File: config.mk
export PLATFORM = sky130hd
export DESIGN_NAME = regfile_sequencer
export DESIGN_NICKNAME = d
export VERILOG_FILES = /design/src/rtl/regseq_pkg.sv /design/src/rtl/regseq_alu.sv /design/src/rtl/regfile_sequencer.sv
export SDC_FILE = /design/constraint.sdc
export NUM_CORES = 1
export LEC_CHECK = 0
export ABC_AREA = 1
export ABC_CLOCK_PERIOD_IN_PS = 3600
export BUFFER_PORTS_ARGS = -buffer_cell sky130_fd_sc_hd__buf_4
export CAP_MARGIN = 10
export CORE_AREA = 3 3 61 85
export CTS_BUF_LIST = sky130_fd_sc_hd__clkbuf_8 sky130_fd_sc_hd__clkbuf_16
export CTS_CLUSTER_DIAMETER = 50
export DETAILED_ROUTE_END_ITERATION = 7
export DIE_AREA = 0 0 64 88
export PLACE_DENSITY_LB_ADDON = 0.25
export SKIP_LAST_GASP = 1
export SLEW_MARGIN = 10
export SYNTH_ARGS = -nofsm -noshare
export SYNTH_HDL_FRONTEND = slang
export SYNTH_SLANG_ARGS = --single-unit
File: constraint.sdc
create_clock -name CLKb -period 3.6 [get_ports CLKb]
set_input_delay 0.54 -clock CLKb [delete_from_list [all_inputs] [get_ports CLKb]]
set_output_delay 0.54 -clock CLKb [all_outputs]
set_load 0.005 [all_outputs]
File: src/rtl/regseq_pkg.sv
// regseq_pkg: shared types, defaults and helpers for the register file
// sequencer (instruction field positions, opcode and FSM state encodings).
package regseq_pkg;

  localparam int DW_DEF = 10;
  localparam int AW_DEF = 3;

  // Instruction word layout: op[9:8] rx[7:5] ry[4:2], bits [1:0] reserved
  localparam int OP_MSB = 9;
  localparam int OP_LSB = 8;
  localparam int RX_MSB = 7;
  localparam int RX_LSB = 5;
  localparam int RY_MSB = 4;
  localparam int RY_LSB = 2;

  typedef enum logic [1:0] {
    OP_LOAD = 2'b00,
    OP_MOV  = 2'b01,
    OP_ADD  = 2'b10,
    OP_SUB  = 2'b11
  } op_t;

  typedef enum logic [1:0] {
    ST_IDLE   = 2'b00,
    ST_DECODE = 2'b01,
    ST_EXEC   = 2'b10,
    ST_DONE   = 2'b11
  } state_t;

  // Two's-complement overflow from operand and result sign bits.
  // Add overflows when both operands share a sign the result lacks;
  // subtract overflows when operand signs differ and the result sign
  // differs from the minuend.
  function automatic logic signed_ovf(input logic is_sub, input logic a_msb,
                                      input logic b_msb, input logic r_msb);
    logic ovf;
    if (is_sub) begin
      ovf = (a_msb != b_msb) && (r_msb != a_msb);
    end else begin
      ovf = (a_msb == b_msb) && (r_msb != a_msb);
    end
    return ovf;
  endfunction

endpackage

File: src/rtl/regseq_alu.sv
// regseq_alu: combinational result generator for MOV/ADD/SUB.
// Optional feature macro: REGSEQ_OVF_EN adds the signed overflow output.
module regseq_alu
  import regseq_pkg::*;
#(
  parameter int DW = DW_DEF
) (
  input  op_t           op,
  input  logic [DW-1:0] a,
  input  logic [DW-1:0] b,
  output logic [DW-1:0] result
`ifdef REGSEQ_OVF_EN
  ,
  output logic          ovf
`endif
);

  // Result select; arithmetic wraps modulo 2^DW, carry discarded
  always_comb begin
    result = {DW{1'b0}};
    case (op)
      OP_MOV:  result = b;
      OP_ADD:  result = a + b;
      OP_SUB:  result = a - b;
      default: result = {DW{1'b0}};
    endcase
  end

`ifdef REGSEQ_OVF_EN
  // Signed overflow of the selected operation; zero for non-arithmetic ops
  always_comb begin
    ovf = 1'b0;
    case (op)
      OP_ADD:  ovf = signed_ovf(1'b0, a[DW-1], b[DW-1], result[DW-1]);
      OP_SUB:  ovf = signed_ovf(1'b1, a[DW-1], b[DW-1], result[DW-1]);
      default: ovf = 1'b0;
    endcase
  end
`endif

endmodule

File: src/rtl/regfile_sequencer.sv
// regfile_sequencer: control FSM for the 8 x 10-bit register file.
// Executes LOAD/MOV/ADD/SUB one instruction per Run handshake, all state
// on the falling edge of CLKb. Outputs are decoded from state and IR so an
// asynchronous reset drops them (and any pending write) immediately.
// Optional feature macro: REGSEQ_OVF_EN builds the registered Ovf flag;
// without it Ovf is tied low.
module regfile_sequencer
  import regseq_pkg::*;
#(
  parameter int DW = DW_DEF,
  parameter int AW = AW_DEF
) (
  input  logic          CLKb,
  input  logic          RSTb,
  input  logic          Run,
  input  logic [DW-1:0] Din,
  input  logic [DW-1:0] Q0,
  input  logic [DW-1:0] Q1,
  output logic [DW-1:0] D,
  output logic          ENW,
  output logic          ENR0,
  output logic          ENR1,
  output logic [AW-1:0] WRA,
  output logic [AW-1:0] RDA0,
  output logic [AW-1:0] RDA1,
  output logic          Busy,
  output logic          Done,
  output logic          Ovf
);

  state_t               state_r;
  state_t               state_nxt_s;
  logic [OP_MSB:RY_LSB] ir_r;     // reserved bits [1:0] are not kept
  logic [DW-1:0]        a_r;
  logic [DW-1:0]        b_r;
  op_t                  op_s;
  logic [AW-1:0]        rx_s;
  logic [AW-1:0]        ry_s;
  logic [DW-1:0]        alu_result_s;
`ifdef REGSEQ_OVF_EN
  logic                 alu_ovf_s;
  logic                 ovf_r;
`endif

  assign op_s = op_t'(ir_r[OP_MSB:OP_LSB]);
  assign rx_s = AW'(ir_r[RX_MSB:RX_LSB]);
  assign ry_s = AW'(ir_r[RY_MSB:RY_LSB]);

  regseq_alu #(.DW(DW)) u_alu (
    .op     (op_s),
    .a      (a_r),
    .b      (b_r),
    .result (alu_result_s)
`ifdef REGSEQ_OVF_EN
    ,
    .ovf    (alu_ovf_s)
`endif
  );

  // Next-state logic: LOAD skips EXEC, DONE always returns to IDLE
  always_comb begin
    state_nxt_s = state_r;
    case (state_r)
      ST_IDLE: begin
        if (Run) begin
          state_nxt_s = ST_DECODE;
        end else begin
          state_nxt_s = ST_IDLE;
        end
      end
      ST_DECODE: begin
        if (op_s == OP_LOAD) begin
          state_nxt_s = ST_DONE;
        end else begin
          state_nxt_s = ST_EXEC;
        end
      end
      ST_EXEC: state_nxt_s = ST_DONE;
      ST_DONE: state_nxt_s = ST_IDLE;
      default: state_nxt_s = ST_IDLE;
    endcase
  end

  // State, instruction capture (IDLE only) and operand latch (DECODE)
  always_ff @(negedge CLKb or negedge RSTb) begin
    if (!RSTb) begin
      state_r <= ST_IDLE;
      ir_r    <= {(OP_MSB - RY_LSB + 1){1'b0}};
      a_r     <= {DW{1'b0}};
      b_r     <= {DW{1'b0}};
    end else begin
      state_r <= state_nxt_s;
      if (state_r == ST_IDLE && Run) begin
        ir_r <= Din[OP_MSB:RY_LSB];
      end
      if (state_r == ST_DECODE && op_s != OP_LOAD) begin
        a_r <= Q0;
        b_r <= Q1;
      end
    end
  end

`ifdef REGSEQ_OVF_EN
  // Overflow flag: written at the EXEC edge of ADD/SUB, held otherwise
  always_ff @(negedge CLKb or negedge RSTb) begin
    if (!RSTb) begin
      ovf_r <= 1'b0;
    end else if (state_r == ST_EXEC && (op_s == OP_ADD || op_s == OP_SUB)) begin
      ovf_r <= alu_ovf_s;
    end
  end

  assign Ovf = ovf_r;
`else
  assign Ovf = 1'b0;
`endif

  // Moore output decode; everything idle-low outside DECODE/EXEC
  always_comb begin
    D    = {DW{1'b0}};
    ENW  = 1'b0;
    ENR0 = 1'b0;
    ENR1 = 1'b0;
    WRA  = {AW{1'b0}};
    RDA0 = {AW{1'b0}};
    RDA1 = {AW{1'b0}};
    Busy = (state_r != ST_IDLE);
    Done = (state_r == ST_DONE);
    case (state_r)
      ST_DECODE: begin
        if (op_s == OP_LOAD) begin
          // immediate data word is presented on Din during this cycle
          ENW = 1'b1;
          WRA = rx_s;
          D   = Din;
        end else begin
          ENR0 = 1'b1;
          RDA0 = rx_s;
          ENR1 = 1'b1;
          RDA1 = ry_s;
        end
      end
      ST_EXEC: begin
        ENW = 1'b1;
        WRA = rx_s;
        D   = alu_result_s;
      end
      default: begin
        D = {DW{1'b0}};
      end
    endcase
  end

endmodule

# Word-level counts from Yosys, hierarchy flattened
# Index checks and enable logic that the tools add are counted.
# totals
regBits	30
output_inout_bits	25
elab_cells	34
# op_classes
add_sub_neg	2
eq_ne	6
n_reduce_logical	6
mux	16
# op_table
op	count
10-bit case mux with 3 select lines	1
10-bit case mux with 2 select lines	1
3-bit two-way mux	5
10-bit adder	1
10-bit two-way mux	1
10-bit subtractor	1
2-bit equality test, second input constant	4
2-bit case mux with 4 select lines	1
3-bit case mux with 2 select lines	1
1-bit two-way mux	5
2-bit by 1-bit equality test with 1-bit output, second input constant	2
2-bit zero test	2
2-bit nonzero test	2
1-bit logical AND	2
1-bit case mux with 2 select lines	1

# Logic depth before layout (Yosys ltp)
# Gate-level depths: netlist of the first run.
# depth
ltp_word	3
ltp_mapped	21
mapped_depth_nobuf	21

# Hierarchy
# From an unflattened synthesis of the first run, not the netlist that was laid out.
# unflattened
hier_cells	334
area_unflattened_um2	2263.4
# by_module_without_submodules
mod	n_inst	cells_per_inst	area_per_inst_um2
regfile_sequencer	1	195	1511.4
regseq_alu	1	139	752.0

==> results of run 1 <==
-- metrics by stage --
stage	hold WS (ns)	setup slack [ns]	cell area, um^2	TNS [ns]
5_1_grt	0.463	-1.80	3480	-17.10
3_3_place_gp	0.428	-1.08	3050	-8.96
4_1_cts	0.435	-1.45	3340	-15.94
6_report	0.430	-1.53	3480	-14.99
2_1_floorplan	0.406	-0.899	2300	-5.91
3_5_place_dp	0.435	-1.13	3050	-9.40
-- repair_timing --
item / in CTS / in global routing
pin swaps: 27 / 35
setup buffers: 11 / 8
endpoints found under the setup margin: 22 / 23
gates resized for setup: 39 / 30
-- layout make-up --
| type | count | area (um^2) |
|---|---|---|
| Sequential cell | 30 | 751 |
| Clock buffer | 6 | 82.6 |
| Inverter | 42 | 164 |
| Tap cell | 62 | 77.6 |
| Clock inverter | 2 | 8.76 |
| Fill cell | 330 | 1050 |
| Timing Repair Buffer | 114 | 893 |
| Multi-Input combinational cell | 231 | 1510 |
-- cell families (layout without fill, tap and decap cells) --
kind of cell             Yosys count  after routing  synth area share, %
buffers and inverters             52            164                 10.4
XOR/XNOR                          10             10                 3.96
other                              1              1                0.170
AO/OA/AOI/OAI                     46             46                 11.5
AND/OR/NAND/NOR                  153            153                 28.2
adder cells (fa/ha/maj)           16             16                 9.39
multiplexers                       5              5                 2.55
flip-flops                        30             30                 33.9
-- synthesized netlist by cell type (2+ instances only) --
| cell type | n |
|---|---|
| buf_2 | 4 |
| nand3_1 | 10 |
| xor2_1 | 10 |
| ha_1 | 15 |
| nor2_1 | 29 |
| inv_2 | 2 |
| a21oi_1 | 20 |
| dfrtn_1 | 30 |
| o22ai_1 | 6 |
| buf_4 | 3 |
| mux2_2 | 5 |
| nand2_1 | 104 |
| nand2_2 | 5 |
| inv_1 | 39 |
| o21ai_0 | 15 |
-- routing by layer --
metal,vias up,GRT usage (%),wire length [um]
met2,81,45.2,3780
met4,0,15.1,242
li1,1203,-,-
met5,-,0,0
met3,23,4.11,324
met1,1117,24.4,2470
-- path summary, 6_finish.rpt --
check,start,to,slack [ns]
worst min register to register,a_r[7],a_r[7],0.43
max in group asynchronous,RSTb,a_r[9],1.41
min in group asynchronous,RSTb,a_r[5],1.86
worst min-delay path,a_r[7],a_r[7],0.43
worst max-delay path,b_r[0],D[9],-1.53
worst max register to register,state_r[0],a_r[9],1.98
-- flip-flops by register name, indices dropped and copies added, names as in the netlist --
signal and cells:
state_r 2, a_r 10, ir_r 8, b_r 10
-- cells in the final DEF, fill, tap and decap left out, types with 10 or more instances in the layout --
cell type,count
inv_1,30
buf_4,104
inv_2,10
nand2_1,95
nand2_2,10
xor2_1,10
nor2_1,16
o21ai_0,11
buf_6,10
dfrtn_1,30
a21oi_2,13
-- critical path, cell delays in order (launching register included) --
cell and delay [ns]:
dfrtn_1 0.35, inv_2 0.09, ha_4 0.13, inv_2 0.03, nor3_2 0.09, inv_1 0.07, nor3_2 0.12, inv_2 0.07
o31ai_4 0.18, xor2_1 0.17, ha_1 0.27, nand2_1 0.11, a21oi_1 0.05, nor2_1 0.14, nand2_2 0.08, nand2_1 0.08
nand3_1 0.08, nand2_1 0.07, nand2_1 0.07, a21oi_2 0.13, buf_4 0.12
==> metrics.md, run 1 <==
| Metric | Value |
|---|---|
| Largest cells by area after synthesis | dfrtn_1 34%, nand2_1 18%, ha_1 8.5%, inv_1 6.6%, nor2_1 4.9% |
| Layout cells sized above 1 | 46.6% |
| Final Wtd Congestion | 0.841 |
| Post-synth EDFFs | 0 |
| Routed length per instance | 14.0 um |
| Synth top area share | 33.9% |
| Clk pin slew, worst setup/hold paths | 0.05 ns |
| Max Cap Viol | 0 |
| Mapped cell area | 2210 um^2 |
| Startpoint Class | flip-flop |
| R2R cell count | 9 |
| Run status | finished with violations |
| Synth Register Bits | 30 |
| Non-filler cells, final | 487 |
| # clock sinks | 30 |
| Vias per inst | 4.98 |
| Clock buffer depth | 2 |
| Clock Latency Late Sink | 0.30 ns |
| Largest net degree at the start of global routing | 31 |
| Chip Width | 64 um |
| Initial Util | 48.8% |
| RSZ-0062 raised after global routing | true |
| Detail Placement HPWL | 4.70 mm |
| Synth unique cells | 31 |
| Final Skew | 0.00427 ns |
| Mapped Nets | 362 |
| Synth area leader | dfrtn_1 |
| Port bufs | 56 |
| Ports | 58 |
| CTS tree | built |
| Hold Path Depth | 2 |
| Grt ovf | 0 |
| Worst path required time | 3.06 ns |
| FP Rows | 29 |
| Area of the die | 5630 um^2 |
| DRT Wirelength | 6.82 mm |
| Top_reg_cell synth | dfrtn_1 |
| Final setup margin | -1.53 ns |
| Final #Nets | 473 |
| First-pass GRT wire length | 10.5 mm |
| Worst hold path class | flip-flop to flip-flop |
| Yosys Warn Count | 0 |
| Routed vias | 2,424 |
| Die height | 88 um |
| Vias in the first global route | 2,477 |
| Final setup fails | 22 |
| Asr flop ratio synth | 100% |
| H-tree depth | 2 |
| Root buf cell | clkbuf_8 |
| Avg Cell Area, Syn | 7.07 um^2 |
| Nature of the critical path endpoint | primary output |
| Ant diodes | 0 |
| Slew Limit Fails | 0 |
| Hold bufs inserted after CTS | 0 |
| Cell count after placement | 464 |
| Post-synthesis sequential area ratio | 33.9% |
| Final Util | 76.8% |
| P&R area growth vs syn | 57.5% |
| Failing checks | setup timing |
| Final Hold Fails | 0 |
| DRC Markers | 0 |
| Iteration-0 DRC Markers | 73 |
| Initial antenna violation count | 0 |
| Cell count after synthesis | 313 |
| Core Box Area | 4540 um^2 |
| Crit Path Class | flip-flop to primary output |
| CP Data Arrival Time | 4.59 ns |
| Num CTS Buffers | 5 |
| Post-route ant nets | 0 |
| GRT Overall Usage | 24.1% |
| Drt pass-1 iters | 4 |
| Crit Path Max Fanout | 2 |
Power of run 1 is not shown: default switching activity piles up to over one toggle a cycle in this logic, so the estimate is an artifact.
==> run 2: changes to the inputs <==
--- a/config.mk
+++ b/config.mk
@@ -5,15 +5,14 @@
 export SDC_FILE = /design/constraint.sdc
 export NUM_CORES = 1
 export LEC_CHECK = 0
-export ABC_AREA = 1
 export ABC_CLOCK_PERIOD_IN_PS = 3600
 export BUFFER_PORTS_ARGS = -buffer_cell sky130_fd_sc_hd__buf_4
 export CAP_MARGIN = 10
-export CORE_AREA = 3 3 61 85
+export CORE_AREA = 3 3 70 99
 export CTS_BUF_LIST = sky130_fd_sc_hd__clkbuf_8 sky130_fd_sc_hd__clkbuf_16
 export CTS_CLUSTER_DIAMETER = 50
 export DETAILED_ROUTE_END_ITERATION = 7
-export DIE_AREA = 0 0 64 88
+export DIE_AREA = 0 0 73 102
 export PLACE_DENSITY_LB_ADDON = 0.25
 export SKIP_LAST_GASP = 1
 export SLEW_MARGIN = 10
==> run 2 against run 1 <==
  * The flow still finishes with violations (setup timing)
  * Hold slack better by 0.028 ns
  * Clock-buffer cell count stayed put
  * Wire length is 13% lower
  * Global-route usage is 7.2 points lower
  * Die area is 32% higher
==> metrics.md, run 2 <==
| Metric | Value |
|---|---|
| Run status | finished with violations |
| Failing checks | setup timing |
| Vias per inst | 4.96 (-0.28%) |
| Top Registers | a_r: 10 flops, b_r: 10 flops, ir_r: 8 flops |
| Commonest non-fill, non-tap cell in the layout | buf_4 |
| Largest net degree at the start of global routing | 31 (unchanged) |
| Top post-synthesis cells by count | 30 x dfrtn_1, 25 x mux2_2, 17 x nand2_1 |
| Synth unique cells | 48 (+55%) |
| Final setup fails | 23 (+4.5%) |
| Worst hold path class | flip-flop to flip-flop |
| Mapped cell area | 2120 um^2 (-4.0%) |
| Non-filler cells, final | 412 (-15%) |
| Top-count cell post-synth | dfrtn_1 |
| Initial antenna violation count | 0 (unchanged) |
| Synth Register Bits | 30 (unchanged) |
| Root buf cell | clkbuf_8 |
| Area of the die | 7450 um^2 (+32%) |
| Avg Cell Area, Syn | 9.61 um^2 (+36%) |
| Worst path required time | 3.06 ns (about the same) |
| DRC Markers | 0 (unchanged) |
| Num CTS Buffers | 5 (unchanged) |
| RSZ-0062 raised after global routing | true |
| Nature of the critical path endpoint | primary output |
| Cell count after placement | 392 (-16%) |
| CTS tree | built |
| Iteration-0 DRC Markers | 55 (-25%) |
| Placed Area | 3080 um^2 (+0.94%) |
| Grt met1 use | 18.2% (-6.3 points) |
| Ports | 58 (unchanged) |
| Post-route ant nets | 0 (unchanged) |
| Slew Limit Fails | 0 (unchanged) |
| Synth top area share | 35.3% (+1.4 points) |
| Post-route cell area | 3480 um^2 (-0.14%) |
| Post-synth EDFFs | 0 (unchanged) |
| Crit Path Max Fanout | 3 (+1) |
| CP Data Arrival Time | 4.58 ns (about the same) |
| Met3 Track Usage GR | 2.66% (-1.5 points) |
| Asr flop ratio synth | 100% (unchanged) |
| Top_reg_cell synth | dfrtn_1 |
| GRT Overall Usage | 16.9% (-7.2 points) |
| # clock sinks | 30 (unchanged) |
| Clock Latency Late Sink | 0.29 ns (about the same) |
| Place WS | -1.24 ns (-0.110 ns) |
| Synth area leader | dfrtn_1 |
| Hold bufs inserted after CTS | 0 (unchanged) |
| GRT busiest layer | met2 |
| P&R area growth vs syn | 63.8% |
| Drt pass-1 iters | 4 (unchanged) |
| Core Box Area | 6170 um^2 (+36%) |
| Port bufs | 56 (unchanged) |
| Clock buffer depth | 2 (unchanged) |
| Mapped Nets | 270 (-25%) |
| Die height | 102 um (+16%) |
| Layout cells sized above 1 | 60.3% (+14 points) |
| Initial Util | 34.4% (-14 points) |
| Ant diodes | 0 (unchanged) |
| Final setup margin | -1.52 ns (+0.0154 ns) |
| WHS | 0.459 ns (+0.0282 ns) |
| Chip Width | 73 um (+14%) |
| Max Cap Viol | 0 (unchanged) |
| Met2 usage | 32.2% (-13 points) |
| Post-synthesis sequential area ratio | 35.3% (+1.4 points) |
| H-tree depth | 2 (unchanged) |
| Final Hold Fails | 0 (unchanged) |
| R2r setup slk | 1.66 ns (-0.32 ns) |
| Routed vias | 2,045 (-16%) |
| DRT Wirelength | 5.94 mm (-13%) |
| Yosys Warn Count | 0 (unchanged) |
| Final #Nets | 388 (-18%) |
| Grt ovf | 0 (unchanged) |
| Clk pin slew, worst setup/hold paths | 0.05 ns (about the same) |
| FP Rows | 34 (+17%) |
| Cell count after synthesis | 221 (-29%) |
| Startpoint Class | flip-flop |
| Final Wtd Congestion | 0.843 (+0.15%) |
| First-pass GRT wire length | 9.83 mm (-6.7%) |
| Crit Path Class | flip-flop to primary output |
| Most frequent cells in the layout | 107 x buf_4, 30 x dfrtn_1, 24 x mux2_2 |
| Final Skew | 0.00802 ns (+0.00375 ns) |
| Vias in the first global route | 2,150 (-13%) |
| Routed length per instance | 14.4 um (+3.0%) |
| Detail Placement HPWL | 4.58 mm (-2.4%) |
| Largest cells by area after synthesis | dfrtn_1 35%, mux2_2 13%, ha_1 8.8%, and2_1 3.5%, xnor2_1 3.3% |
## run 2: cell types whose count changed in the layout (fill, tap and decap cells not counted), sizes merged, moves of 4 or more
cell    change
nand2b      +4
a21oi      -11
nand2      -93
xor2        -7
mux2       +20
o22ai       -5
nand3       -7
and2       +12
xnor2       +8
buf         +6
nor2       -21
inv        -24
## run 2: final timing paths
kind / from / to / cells past startpoint
max: b_r[5] / D[8] / 10
min: ir_r[2] / ir_r[2] / 1
max in group asynchronous: RSTb / a_r[2] / 1
min reg2reg: ir_r[2] / ir_r[2] / 1
max reg2reg: ir_r[8] / b_r[9] / 7
min in group asynchronous: RSTb / state_r[1] / 1
## run 2: timing repair
| action | 4_1_cts | 5_1_grt |
|---|---|---|
| gates resized for setup | 37 | 14 |
| buffers inserted | 9 | 3 |
| pin swaps | 21 | 18 |
| endpoints found under the setup margin | 22 | 23 |
## run 2: cell type report
type,instances,area (um^2)
inverter,16,60.1
fill,577,2690
timing repair buffer,120,950
sequential,30,751
clock inverter,2,8.76
multi-input combinational,166,1540
clock buffer,6,82.6
tap,72,90.1
## run 2: through the flow
stage	util, %	TNS [ns]
after global placement	49.9	-9.89
final	56.4	-17.18
after detailed placement	49.9	-10.20
after floorplan	-	-6.76
after global routing	56.4	-18.95
after CTS	55.0	-15.88
## run 2: worst max-delay path, cell delays in order, from the launching register on
cell and delay (ns):
dfrtn_1 0.34, or4_4 0.59, o21ai_2 0.16, xor2_1 0.15, ha_1 0.26, o21a_1 0.12, o21ai_1 0.11, a32oi_1 0.08
xnor2_1 0.16, a2111oi_2 0.34, buf_4 0.17
## run 2: layer usage
| layer | up-vias | wire length (um) |
|---|---|---|
| met1 | 971 | 2330 |
| met4 | 0 | 125 |
| li1 | 1023 | - |
| met2 | 43 | 3240 |
| met3 | 8 | 247 |
| met5 | - | 0 |
## run 2: cells by family after synthesis
| logic type | Yosys count | synth area share [%] |
|---|---|---|
| multiplexers | 26 | 13.7 |
| AO/OA/AOI/OAI | 51 | 15.8 |
| other | 1 | 0.177 |
| flip-flops | 30 | 35.3 |
| buffers and inverters | 25 | 4.83 |
| adder cells (fa/ha/maj) | 16 | 9.78 |
| XOR/XNOR | 11 | 4.54 |
| AND/OR/NAND/NOR | 61 | 15.8 |
Power of run 2 is left out for the same reason.
